$ cat config.mk
export PLATFORM = sky130hd
export DESIGN_NAME = dmi_access_ctrl
export DESIGN_NICKNAME = d
export VERILOG_FILES = /design/src/rtl/dmi_access_ctrl_pkg.sv /design/src/rtl/dmi_access_ctrl.sv
export SDC_FILE = /design/constraint.sdc
export NUM_CORES = 1
export LEC_CHECK = 0
export ABC_AREA = 1
export BUFFER_PORTS_ARGS = -buffer_cell sky130_fd_sc_hd__buf_4
export CORE_MARGIN = 10
export CORE_UTILIZATION = 47
export DETAILED_ROUTE_END_ITERATION = 6
export GPL_ROUTABILITY_DRIVEN = 0
export GPL_TIMING_DRIVEN = 0
export HOLD_SLACK_MARGIN = 0.03
export PLACE_DENSITY = 0.86
export SLEW_MARGIN = 0
export SYNTH_ARGS = -nofsm -noshare
export SYNTH_HDL_FRONTEND = slang
export SYNTH_SLANG_ARGS = --single-unit
$ cat constraint.sdc
create_clock -name clk -period 4.8 [get_ports clk]
set_clock_uncertainty 0.2 [all_clocks]
set_input_delay 0.24 -clock clk [delete_from_list [all_inputs] [get_ports clk]]
set_output_delay 0.24 -clock clk [all_outputs]
set_load 0.05 [all_outputs]
$ cat src/rtl/dmi_access_ctrl_pkg.sv
// Shared debug-transport types: DMI error codes, DTM op encodings and the
// access-controller state enum.
package dmi_access_ctrl_pkg;

  typedef enum logic [1:0] {
    DmiNoError       = 2'h0,
    DmiReservedError = 2'h1,
    DmiOpFailed      = 2'h2,
    DmiBusy          = 2'h3
  } dmi_error_e;

  localparam logic [1:0] DtmNop   = 2'h0;
  localparam logic [1:0] DtmRead  = 2'h1;
  localparam logic [1:0] DtmWrite = 2'h2;

  typedef enum logic [2:0] {
    StIdle,
    StRead,
    StWaitReadValid,
    StWrite,
    StWaitWriteValid
  } dmi_state_e;

endpackage

$ cat src/rtl/dmi_access_ctrl.sv
// DMI access controller: turns JTAG DR updates into Debug Module requests and
// reports the sticky DMI status back through the captured DR.
module dmi_access_ctrl #(
  parameter int unsigned AddrBits = 7
) (
  input  logic                  clk,
  input  logic                  reset,
  input  logic                  dmi_select,
  input  logic                  capture,
  input  logic                  update,
  input  logic [AddrBits+33:0]  update_dr,
  input  logic                  dmireset,
  input  logic                  dmihardreset,
  output logic [AddrBits+33:0]  dmi_req_o,
  output logic                  dmi_req_valid_o,
  input  logic                  dmi_req_ready_i,
  input  logic [31:0]           dmi_resp_data_i,
  input  logic [1:0]            dmi_resp_resp_i,
  input  logic                  dmi_resp_valid_i,
  output logic                  dmi_resp_ready_o,
  output logic [AddrBits+33:0]  capture_dr_o,
  output logic [1:0]            dmistat_o,
  output logic                  dmi_rst_o
);
  import dmi_access_ctrl_pkg::*;

  dmi_state_e            state_q, state_d;
  dmi_error_e            error_q, error_d;
  logic [AddrBits-1:0]   address_q, address_d;
  logic [31:0]           data_q, data_d;
  logic                  dmi_rst_q;

  logic [AddrBits-1:0]   upd_addr;
  logic [31:0]           upd_data;
  logic [1:0]            upd_op;
  logic [1:0]            status;

  assign upd_addr = update_dr[AddrBits+33:34];
  assign upd_data = update_dr[33:2];
  assign upd_op   = update_dr[1:0];

  always_comb begin
    state_d   = state_q;
    error_d   = error_q;
    address_d = address_q;
    data_d    = data_q;

    unique case (state_q)
      StIdle: begin
        if (update && dmi_select && (error_q == DmiNoError)) begin
          if (upd_op == DtmRead) begin
            address_d = upd_addr;
            state_d   = StRead;
          end else if (upd_op == DtmWrite) begin
            address_d = upd_addr;
            data_d    = upd_data;
            state_d   = StWrite;
          end
        end
      end
      StRead: begin
        if (dmi_req_ready_i) state_d = StWaitReadValid;
      end
      StWrite: begin
        if (dmi_req_ready_i) state_d = StWaitWriteValid;
      end
      StWaitReadValid: begin
        if (dmi_resp_valid_i) begin
          data_d  = dmi_resp_data_i;
          state_d = StIdle;
          if (dmi_resp_resp_i != 2'h0) error_d = DmiOpFailed;
        end
      end
      StWaitWriteValid: begin
        if (dmi_resp_valid_i) begin
          state_d = StIdle;
          if (dmi_resp_resp_i != 2'h0) error_d = DmiOpFailed;
        end
      end
      default: state_d = StIdle;
    endcase

    // Touching the DMI register while a transaction is in flight is a protocol violation.
    if ((state_q != StIdle) && dmi_select && (update || capture)) error_d = DmiBusy;

    if (dmireset) error_d = DmiNoError;

    if (dmihardreset) begin
      state_d   = StIdle;
      error_d   = DmiNoError;
      address_d = '0;
      data_d    = '0;
    end
  end

  always_ff @(posedge clk or negedge reset) begin
    if (!reset) begin
      state_q   <= StIdle;
      error_q   <= DmiNoError;
      address_q <= '0;
      data_q    <= '0;
      dmi_rst_q <= 1'b0;
    end else begin
      state_q   <= state_d;
      error_q   <= error_d;
      address_q <= address_d;
      data_q    <= data_d;
      dmi_rst_q <= dmihardreset;
    end
  end

  // Any non-idle state, or a sticky Busy, is reported to the debugger as Busy.
  assign status = ((state_q != StIdle) || (error_q == DmiBusy)) ? DmiBusy : error_q;

  assign dmi_req_o        = {address_q, data_q, (state_q == StWrite) ? DtmWrite : DtmRead};
  assign dmi_req_valid_o  = (state_q == StRead) || (state_q == StWrite);
  assign dmi_resp_ready_o = reset;
  assign capture_dr_o     = {address_q, data_q, status};
  assign dmistat_o        = error_q;
  assign dmi_rst_o        = dmi_rst_q;

endmodule

# Yosys cells after proc, flatten, opt, wreduce, memory -nomap -nowiden

Index checks and enable logic that the tools add are counted.

Bits in registers: 45
Output and inout bits: 87
Logic and storage cells: 70
Input port bits: 84

Reduce and logical (&&, ||, !) cells: 23
Multiplexer cells: 27
Equality and inequality tests: 15

Operators by type and width:

| kind                                                   | count |
|---|---|
| 2-to-1 mux 32 bit                                      | 5 |
| one-hot mux 32 bit (2 select lines)                    | 1 |
| 2-to-1 mux 7 bit                                       | 5 |
| 2-to-1 mux 3 bit                                       | 7 |
| inequality test 3 bit (second input constant)          | 6 |
| 2-to-1 mux 2 bit                                       | 8 |
| one-hot mux 3 bit (4 select lines)                     | 1 |
| nonzero test 4 bit                                     | 3 |
| AND reduction 5 bit                                    | 2 |
| nonzero test 3 bit                                     | 3 |
| == test 3 x 2 -> 1 bit (second input constant)         | 2 |
| AND reduction 3 bit                                    | 2 |
| nonzero test 2 bit                                     | 3 |
| == test 2 bit (second input constant)                  | 2 |
| logical AND 1 bit                                      | 4 |
| inequality test 4 bit (second input constant)          | 1 |
| == test 3 x 1 -> 1 bit (second input constant)         | 1 |
| == test 3 bit (second input constant)                  | 1 |
| logical NOT 3 bit                                      | 1 |
| logical OR 1 bit                                       | 3 |
| inequality test 3 x 1 -> 1 bit (second input constant) | 1 |
| == test 2 x 1 -> 1 bit (second input constant)         | 1 |
| logical NOT 2 bit                                      | 1 |
| OR reduction 2 bit                                     | 1 |

# Longest topological paths before layout

Gate-level depths: netlist (run 1).

Depth in word-level cells: 7
Depth in mapped cells: 9
Depth with buffers taken out: 8

# Least setup slack after synthesis (run 1)

OpenSTA, ideal clock, no wires.

Path kind: register to output
Start: register state_q[0]
End: output dmi_req_o[1]
Data required time: 4.360 ns
Cell stages (with the launch flop): 5
Path slack: 2.105 ns
Path buffers: 0
Arrival: 2.255 ns
Path through: dfrtp_1 > inv_1 > nor2_1 > nand2_1 > inv_1

Word-level cells in the longest chain between the ends: 2

Ends and longest elaborated chain:

| what                   | line                   | source |
|---|---|---|
| from (decl)            | dmi_access_ctrl.sv:27  | `dmi_state_e state_q, state_d;` |
| from (signal assigned) | dmi_access_ctrl.sv:98  | `state_q <= StIdle;` |
| from (signal assigned) | dmi_access_ctrl.sv:104 | `state_q <= state_d;` |
| == test 3 x 2 -> 1 bit | dmi_access_ctrl.sv:115 | `assign dmi_req_o = {address_q, data_q, (state_q == StWrite) ? DtmWrite : DtmRead};` |
| 2-to-1 mux 2 bit       | dmi_access_ctrl.sv:115 |  |
| to (decl)              | dmi_access_ctrl.sv:14  | `output logic [AddrBits+33:0] dmi_req_o,` |

No other way between the ends.

# Worst setup path in the final report (run 1)

Start: input reset
End: output dmi_resp_ready_o

RTL lines:

| what        | line                  | source |
|---|---|---|
| from (decl) | dmi_access_ctrl.sv:7  | `input logic reset,` |
| to (decl)   | dmi_access_ctrl.sv:20 | `output logic dmi_resp_ready_o,` |

No word-level cell between the ends.

==> reports/results.ini, run 1 <==
[synth]
ys_types=20
syn_nets=479
synthTopCellsByArea=dfrtp_1 (40%), nand2_1 (18%), nand3_1 (13%), buf_4 (12%), a21oi_1 (6.0%)
syn_area_um2=2840
synth-seq-cells=45
synth_area_leader_cell=dfrtp_1
ys_seq_area_frac=0.397
yosysTopAreaCellShare=0.397
synth.avg_cell_area_um2=7.18
yosysWarnings=0
synth_cells=395

[place]
dp.cells=640
post-place-ws_ns=3.06
post-dp-hpwl_um=7960
io_buffer_count=170
placed_cell_area_um2=4210

[detailed_routing]
postRouteAntennaNets=0
drc=0
drt_iter0_markers=90
firstDrtPassIters=5
routed_wl_um=10400
vias=3331
via_per_inst=5.05
wl_per_cell_um=15.7

[worst_setup_path]
startpoint_type=primary input
slowest_stage=dlygate4sd3_1
cp.required_ns=4.36
crit_fanout=46
cp.arrival_ns=1.66
critPathKind=primary input to output pin
crit_path_frequent_cell=buf_4
cp-end-kind=output pin
crit_path_cell_trace=dlygate4sd3_1, buf_4, buf_4, buf_4
max_stage_delay_ns=0.52

[sta]
post-route-min-period_ns=2.10
finalHoldViolCount=0
fin_tns_setup_ns=0
rsz0062_at_grt=false
slew_viol_final=0
fin_crit_sh=0.437
finalSetupViolCount=0
setup_ws_ns=2.70
holdWs_ns=0.0821
max_freq_ghz=0.476
max_slew.worst_pin.slew_ns=0.603
slew_headroom=0.598

[layout]
finish.utilization=0.753
nets=667
area_delta_synth_final_pct=56.3
fillers=479
final_common_cell=buf_4
stdcell_area_um2=4430
antenna_cells=0
drive_gt1_frac=0.426
final_cell_mix=buf_4 (216), nand2_1 (135), nand3_1 (72), dfrtp_1 (45), a21oi_1 (34)
final_cell_count_no_fill=659

[power_and_ir_drop]
leakage_nw=2.51
peakVddDrop_mv=0.466
totalPowerFinal_mw=3.18
power_density_nw_per_um2=718

[clock_tree]
clk_pin_slew_worst_paths_ns=0.09
cts_buffer_depth=2
cts_buffers=5
post_cts_buffers=0
root_buffer=clkbuf_8
insertion_delay_ns=0.31
cts_tree=done
cts_resized=0
htree_levels=2
clkSinkCount=45

[outcome]
outcome=completed

[floorplan]
fp.dieArea_um2=9550
core_um2=5890
num_io_pins=171
die_x_um=97.7
rows=28
initial_utilization=0.482
die_height_um=97.7

[min_path]
hp-class=primary input to flop

[grt]
antenna_found_initial=0
grt_overflow_total=0
grt_max_degree=47
grt_pass1_vias=3405
grt_pass1_wl_um=16600
grt.total_usage=0.206

[flow_run]
maxCapViolations=0

==> power by group <==
group          switching, mW  internal [mW]
logic                   1.54          0.722
registers              0.113          0.504
clock network          0.132          0.170
==> worst max-delay path, delay by kind of cell <==
kind	cells	cell delay (ns)
buf+inv	4	1.39
==> layer usage <==
layer	up-vias	GRT usage	part of all wire
li1	1614	-	-
met3	12	0.0548	0.070
met4	0	0.0649	0.016
met2	134	0.383	0.53
met1	1571	0.221	0.38
met5	-	0	0
==> synthesized netlist by cell type <==
master	instances
a21oi_1	34
a31oi_1	2
buf_2	13
buf_4	46
buf_6	1
clkbuf_1	6
dfrtp_1	45
inv_1	10
inv_2	2
nand2_1	135
nand2_2	1
nand3_1	72
nand3b_1	1
nor2_1	8
nor2_2	3
nor2_4	4
o21a_1	1
o21ai_0	1
o21ai_1	8
or2_2	2
==> path summary, 6_finish.rpt <==
check                                       start                endpoint  slack (ns)  depth (start not counted)
min in group asynchronous                   reset  data_q[20]$_DFFE_PN0P_        0.27                          2
setup / recovery                            reset        dmi_resp_ready_o        2.70                          4
hold reg to reg            data_q[20]$_DFFE_PN0P_  data_q[20]$_DFFE_PN0P_        0.30                          2
max in group asynchronous                   reset  data_q[29]$_DFFE_PN0P_        3.72                          2
hold / removal                       update_dr[8]   data_q[6]$_DFFE_PN0P_        0.08                          5
setup reg to reg           state_q[0]$_DFFE_PN0P_  data_q[19]$_DFFE_PN0P_        3.05                          8
==> cell type report <==
cell class                      count  area (um^2)  share of cell area
Multi-Input combinational cell    272         1220               0.276
Inverter                           12         45.0              0.0102
Tap cell                           75         93.8              0.0212
Sequential cell                    45         1130               0.254
Timing Repair Buffer              181         1390               0.313
Clock buffer                        7         86.3              0.0195
Buffer                             66          444               0.100
Clock inverter                      1         30.0             0.00677
==> logic make-up after synthesis <==
| group | synth area share |
|---|---|
| DFF | 0.397 |
| AOI/OAI and AO/OA | 0.0829 |
| buffers and inverters | 0.172 |
| and+or+nand+nor | 0.348 |
==> registers in the layout, summed over array words and instances, names as in the netlist <==
signal / cells
data_q: 32
address_q: 7
state_q: 3
dmistat_o: 2
dmi_rst_o: 1
==> repair_timing <==
action	CTS	global route
endpoints found under the hold margin	56	0
hold buffers	11	0
endpoints found under the setup margin	0	0
Power figures use the tool's default switching activity.
==> run 2, diff against run 1 <==
--- a/config.mk
+++ b/config.mk
@@ -8,12 +8,12 @@
 export ABC_AREA = 1
 export BUFFER_PORTS_ARGS = -buffer_cell sky130_fd_sc_hd__buf_4
 export CORE_MARGIN = 10
-export CORE_UTILIZATION = 47
+export CORE_UTILIZATION = 40
 export DETAILED_ROUTE_END_ITERATION = 6
 export GPL_ROUTABILITY_DRIVEN = 0
 export GPL_TIMING_DRIVEN = 0
 export HOLD_SLACK_MARGIN = 0.03
-export PLACE_DENSITY = 0.86
+export PLACE_DENSITY = 0.78
 export SLEW_MARGIN = 0
 export SYNTH_ARGS = -nofsm -noshare
 export SYNTH_HDL_FRONTEND = slang
==> constraint.sdc (replaced) <==
create_clock -name clk -period 1.79 [get_ports clk]
set_clock_uncertainty 0.2 [all_clocks]
set_input_delay 0.0895 -clock clk [delete_from_list [all_inputs] [get_ports clk]]
set_output_delay 0.0895 -clock clk [all_outputs]
set_load 0.05 [all_outputs]
==> run 2 against run 1 <==
  * Cell count up 14%
  * Global-route usage fell by 0.30 points
  * Critical path type is now flop to output pin
  * Flip-flop and latch count is the same
  * First-iteration DRC count is 37% higher
  * Critical endpoint is now dmi_req_o[1]
  * The run now ends with negative hold slack left
  * Count of clock-buffer cells in the layout unchanged
==> reports/results.ini, run 2 (same netlist as run 1, synthesis figures left out) <==
[layout]
drive_gt1_frac=0.415
reg_top3=data_q (32), address_q (7), state_q (3)
multi_input_area_um2=1280
final-seq-area_um2=1130
area_delta_synth_final_pct=85.1
nets=738
largest_register_ffs=32
regMostFlops=data_q
final_common_cell=buf_4
final_cell_mix=buf_4 (218), nand2_1 (126), dlygate4sd3_1 (78), nand3_1 (72), dfrtp_1 (44)
fillers=519

[clock_tree]
cts_buffers=5
htree_levels=2
cts-hold-fix-buffers=78
root_buffer=clkbuf_8
clkSinkCount=45
cts_buffer_depth=2
cts_tree=done
clk_pin_slew_worst_paths_ns=0.09
insertion_delay_ns=0.30

[detailed_routing]
drt_iter0_markers=123
drc=0
firstDrtPassIters=5
via_per_inst=4.82
vias=3623
wl_per_cell_um=15.9
postRouteAntennaNets=0
routed_wl_um=11900

[grt]
antenna_found_initial=0
grt_overflow_total=0
grt_pass1_vias=3607
grt_max_degree=47
grt_pass1_wl_um=18500
grt.total_usage=0.203

[place]
post-place-ws_ns=0.0632
io_buffer_count=170
post-dp-hpwl_um=7650

[sta]
finalSetupViolCount=0
fin_crit_sh=0.964
post-route-min-period_ns=1.73
slew_viol_final=0
holdWs_ns=-0.413
slew_headroom=0.603
setup_ws_ns=0.0642
max_slew.worst_pin.slew_ns=0.595
max_freq_ghz=0.579
finalHoldViolCount=45
rsz0062_at_grt=true

[power_and_ir_drop]
peakVddDrop_mv=1.06
pwr-share-seq=0.187
power_density_nw_per_um2=1690
totalPowerFinal_mw=8.86
power.share.switching=0.561
combPwrFrac=0.742
clockPowerShare=0.070
p_sw_mw=4.98
leakage_nw=2.83
internal_power_mw=3.89

[worst_setup_path]
crit_fanout=10
r2r_cells=9
r2r_slack_ns=0.07
startpoint_type=flop
slowest_stage=dfrtp_1
path_delay_family=buffers and inverters
rr_startpoint=dmistat_o[0]$_DFFE_PN0P_
reg2reg_to=data_q[21]$_DFFE_PN0P_
cp.arrival_ns=1.44
cp.required_ns=1.50
crit_path_frequent_cell=buf_4
cp-end-kind=output pin
max_stage_delay_ns=0.41
crit_buf_inv=4
crit_path_cell_trace=buf_4, buf_4, nand2_2, clkinvlp_4, buf_4
critPathKind=flop to output pin

[floorplan]
initial_utilization=0.415
rows=30
num_io_pins=171
die_x_um=104
die_height_um=104
fp.dieArea_um2=10900
core_um2=6830

[min_path]
hp-class=primary input to asynchronous set/reset pin

[outcome]
failed_checks=negative hold slack
outcome=finished with violations

[flow_run]
maxCapViolations=0

==> run 2: worst max-delay path by stage <==
stage,startpoint,end,slack [ns],cells after the start
floorplan,dmistat_o[1]$_DFFE_PN0P_,data_q[0]$_DFFE_PN0P_,0.07,9
global route,dmistat_o[0]$_DFFE_PN0P_,data_q[21]$_DFFE_PN0P_,-0.04,9
global placement,state_q[2]$_DFFE_PN0P_,data_q[3]$_DFFE_PN0P_,0.07,8
finish,state_q[1]$_DFFE_PN0P_,dmi_req_o[1],0.06,5
detailed placement,state_q[2]$_DFFE_PN0P_,data_q[20]$_DFFE_PN0P_,0.06,8
CTS,state_q[1]$_DFFE_PN0P_,dmi_req_o[1],0.04,5
==> run 2: per-layer routing <==
layer  vias up  GRT usage  part of all wire
li1       1766          -                 -
met1      1658      0.222              0.37
met2       167      0.364              0.53
met3        32     0.0589             0.070
met4         0     0.0726             0.026
met5         -          0                 0
==> run 2: power by group through the flow <==
stage	clock, mW	sequential (mW)	combinational [mW]
after CTS	0.640	1.64	6.25
after detailed placement	0	1.66	6.10
after global routing	0.676	1.70	6.99
after global placement	0	1.64	6.03
after floorplan	0	2.65	3.32
final	0.623	1.66	6.58
==> run 2: stage by stage <==
stage | setup TNS (ns) | cell area, um^2 | util | cells
after floorplan | 0 | 2850 | - | 395
after detailed placement | 0 | 4250 | 0.622 | 661
after global placement | 0 | 4250 | 0.622 | 661
after global routing | -0.766 | 5250 | 0.768 | 751
after CTS | 0 | 5120 | 0.749 | 747
final | 0 | 5250 | 0.769 | 752
==> run 2: cell type report <==
cell class,instances,share of cell area
timing repair buffer,252,0.401
multi-input combinational,272,0.244
sequential,45,0.215
buffer,66,0.0922
tap,96,0.0229
clock buffer,7,0.0145
inverter,12,0.00929
clock inverter,1,0.00143
antenna,1,0.000476
==> run 2: repair_timing <==
item,4_1_cts,5_1_grt
endpoints found under the setup margin,2,33
buffers inserted,0,3
endpoints found under the hold margin,89,45
cloned,0,1
resized for setup,2,36
pin swaps,0,10
==> run 3, diff against run 2 <==
--- a/config.mk
+++ b/config.mk
@@ -6,14 +6,14 @@
 export NUM_CORES = 1
 export LEC_CHECK = 0
 export ABC_AREA = 1
-export BUFFER_PORTS_ARGS = -buffer_cell sky130_fd_sc_hd__buf_4
+export BUFFER_PORTS_ARGS = -buffer_cell sky130_fd_sc_hd__buf_2
 export CORE_MARGIN = 10
-export CORE_UTILIZATION = 40
+export CORE_UTILIZATION = 44
 export DETAILED_ROUTE_END_ITERATION = 6
 export GPL_ROUTABILITY_DRIVEN = 0
 export GPL_TIMING_DRIVEN = 0
 export HOLD_SLACK_MARGIN = 0.03
-export PLACE_DENSITY = 0.78
+export PLACE_DENSITY = 0.81
 export SLEW_MARGIN = 0
 export SYNTH_ARGS = -nofsm -noshare
 export SYNTH_HDL_FRONTEND = slang
==> constraint.sdc (replaced) <==
create_clock -name clk -period 1.66 [get_ports clk]
set_clock_uncertainty 0.2 [all_clocks]
set_input_delay 0.083 -clock clk [delete_from_list [all_inputs] [get_ports clk]]
set_output_delay 0.083 -clock clk [all_outputs]
set_load 0.05 [all_outputs]
==> run 3 against run 2 <==
  * The flow finishes with violations (design-rule violations, negative hold slack, negative setup slack)
  * Via count up 3.5%
  * Critical endpoint is now data_q[29]$_DFFE_PN0P_
  * Highest routed layer unchanged
  * Design area is 4.4% lower
  * Non-clock buffer count up 9
  * Flip-flop and latch count unchanged
  * Cell count shrank 0.40%
  * Total power up 7.1%
  * Worst setup slack got worse by 0.16 ns
  * Routed wire length grew 4.3%
  * Clock power is 5.3% higher
  * Global-route usage increased by 2.4 points
  * Critical path depth grew 1
  * Combinational power is 7.0% higher
==> reports/results.ini, run 3 (same netlist as run 1, synthesis figures left out) <==
[power_and_ir_drop]
power_density_nw_per_um2=1890
pwr-share-seq=0.190
peakVddDrop_mv=1.44
leakage_nw=2.80
clockPowerShare=0.069
combPwrFrac=0.741
p_sw_mw=5.52
power.share.switching=0.581
internal_power_mw=3.98

[clock_tree]
cts_tree=done
clkSinkCount=45
htree_levels=2
insertion_delay_ns=0.29
clk_pin_slew_worst_paths_ns=0.08
cts_buffer_depth=2
root_buffer=clkbuf_8
cts_buffers=5
cts-hold-fix-buffers=81

[detailed_routing]
drc=2
drt_iter0_markers=142
via_per_inst=5.01
postRouteAntennaNets=0
routed_wl_um=12500
vias=3749
wl_per_cell_um=16.6
firstDrtPassIters=7

[place]
io_buffer_count=170
post-dp-hpwl_um=7520
placed_cell_area_um2=3800

[layout]
nets=747
final_common_cell=buf_2
area_delta_synth_final_pct=76.9
largest_register_ffs=32
reg_top3=data_q (32), address_q (7), state_q (3)
finish.utilization=0.795
stdcell_area_um2=5020
regMostFlops=data_q
drive_gt1_frac=0.464
final_cell_mix=buf_2 (167), nand2_1 (103), dlygate4sd3_1 (81), nand3_1 (70), buf_4 (59)

[worst_setup_path]
cp.arrival_ns=1.79
cp-end-kind=flop
crit_path_cell_trace=nor2_4, buf_2, nand3_1, a21oi_1, nand3_1, nand2_1
r2r_slack_ns=-0.09
max_stage_delay_ns=0.48
slowest_stage=dfrtp_2
cp.required_ns=1.70
critPathKind=flop to flop
crit_path_frequent_cell=nand3_1
startpoint_type=flop
crit_fanout=10

[outcome]
outcome=finished with violations
failed_checks=design-rule violations, negative hold slack, negative setup slack

[floorplan]
core_um2=6310
fp.dieArea_um2=10100
die_x_um=100
rows=29
initial_utilization=0.449
die_height_um=100
num_io_pins=171

[flow_run]
maxCapViolations=0

[grt]
grt_pass1_vias=3830
grt_overflow_total=0
grt_pass1_wl_um=18800
antenna_found_initial=3
grt_max_degree=47
grt.total_usage=0.227

[sta]
holdWs_ns=-0.411
max_slew.worst_pin.slew_ns=0.595
max_freq_ghz=0.570
fin_tns_setup_ns=-0.372
slew_viol_final=0
finalHoldViolCount=45
slew_headroom=0.603
post-route-min-period_ns=1.75
fin_crit_sh=1.06
finalSetupViolCount=23
rsz0062_at_grt=true
setup_ws_ns=-0.0947

[min_path]
hp-class=primary input to asynchronous set/reset pin

[run 3: cell count changes in the layout (fill, tap and decap cells not counted), sizes merged]
cell	previous run	this run
clkbuf	18	15
buf	229	239
diode	1	8
dlygate4sd3	78	81
clkinvlp	2	1
[run 3: layout make-up]
type	instances	area [um^2]
Antenna cell	8	20.0
Multi-Input combinational cell	272	1370
Timing Repair Buffer	261	1780
Sequential cell	45	1130
Inverter	12	48.8
Buffer	66	500
Fill cell	453	1290
Tap cell	77	96.3
Clock buffer	8	80.1
[run 3: power by group through the flow]
stage	clock network, mW	logic, mW	registers, mW
after floorplan	0	3.58	2.86
after global placement	0	5.99	1.75
after global routing	0.714	7.47	1.85
after CTS	0.667	6.61	1.77
final	0.656	7.04	1.81
after detailed placement	0	6.09	1.77
[run 3: worst max-delay path, delay by kind of cell (launching register included)]
| kind | cells | cell delay [ns] |
|---|---|---|
| buffers and inverters | 1 | 0.26 |
| and+or+nand+nor | 4 | 0.54 |
| DFF | 1 | 0.48 |
| AOI/OAI and AO/OA | 1 | 0.21 |
[run 3: per-layer routing]
layer | track usage | vias up | wire length, um
met3 | 0.0563 | 29 | 844
li1 | - | 1788 | -
met2 | 0.416 | 173 | 7010
met4 | 0.0989 | 0 | 336
met5 | 0 | - | 0
met1 | 0.239 | 1759 | 4260
[run 3: through the flow]
step / worst slack, ns / power (mW) / instances
after floorplan: -0.0344 / 6.44 / 395
after global placement: -0.0530 / 7.74 / 642
after detailed placement: -0.0995 / 7.86 / 642
after CTS: -0.00910 / 9.05 / 737
after global routing: -0.200 / 10.0 / 744
final: -0.0947 / 9.50 / 749
[run 3: repair_timing]
action / in CTS / in global routing
gates cloned: 2 / 1
buffers inserted: 4 / 4
pin swaps: 6 / 10
setup endpoints to repair: 37 / 42
resized for setup: 39 / 50
hold endpoints to repair: 89 / 45
[run 3: final timing paths]
check                                       startpoint                        to  cells after the start
worst min register to register  data_q[18]$_DFFE_PN0P_    data_q[18]$_DFFE_PN0P_                      2
worst min-delay path                             reset  address_q[0]$_DFFE_PN0P_                      1
min in group clk                          dmihardreset    data_q[14]$_DFFE_PN0P_                      5
worst max-delay path            state_q[0]$_DFFE_PN0P_    data_q[29]$_DFFE_PN0P_                      6
max in group asynchronous                        reset    state_q[0]$_DFFE_PN0P_                      1
worst max register to register  state_q[0]$_DFFE_PN0P_    data_q[29]$_DFFE_PN0P_                      6
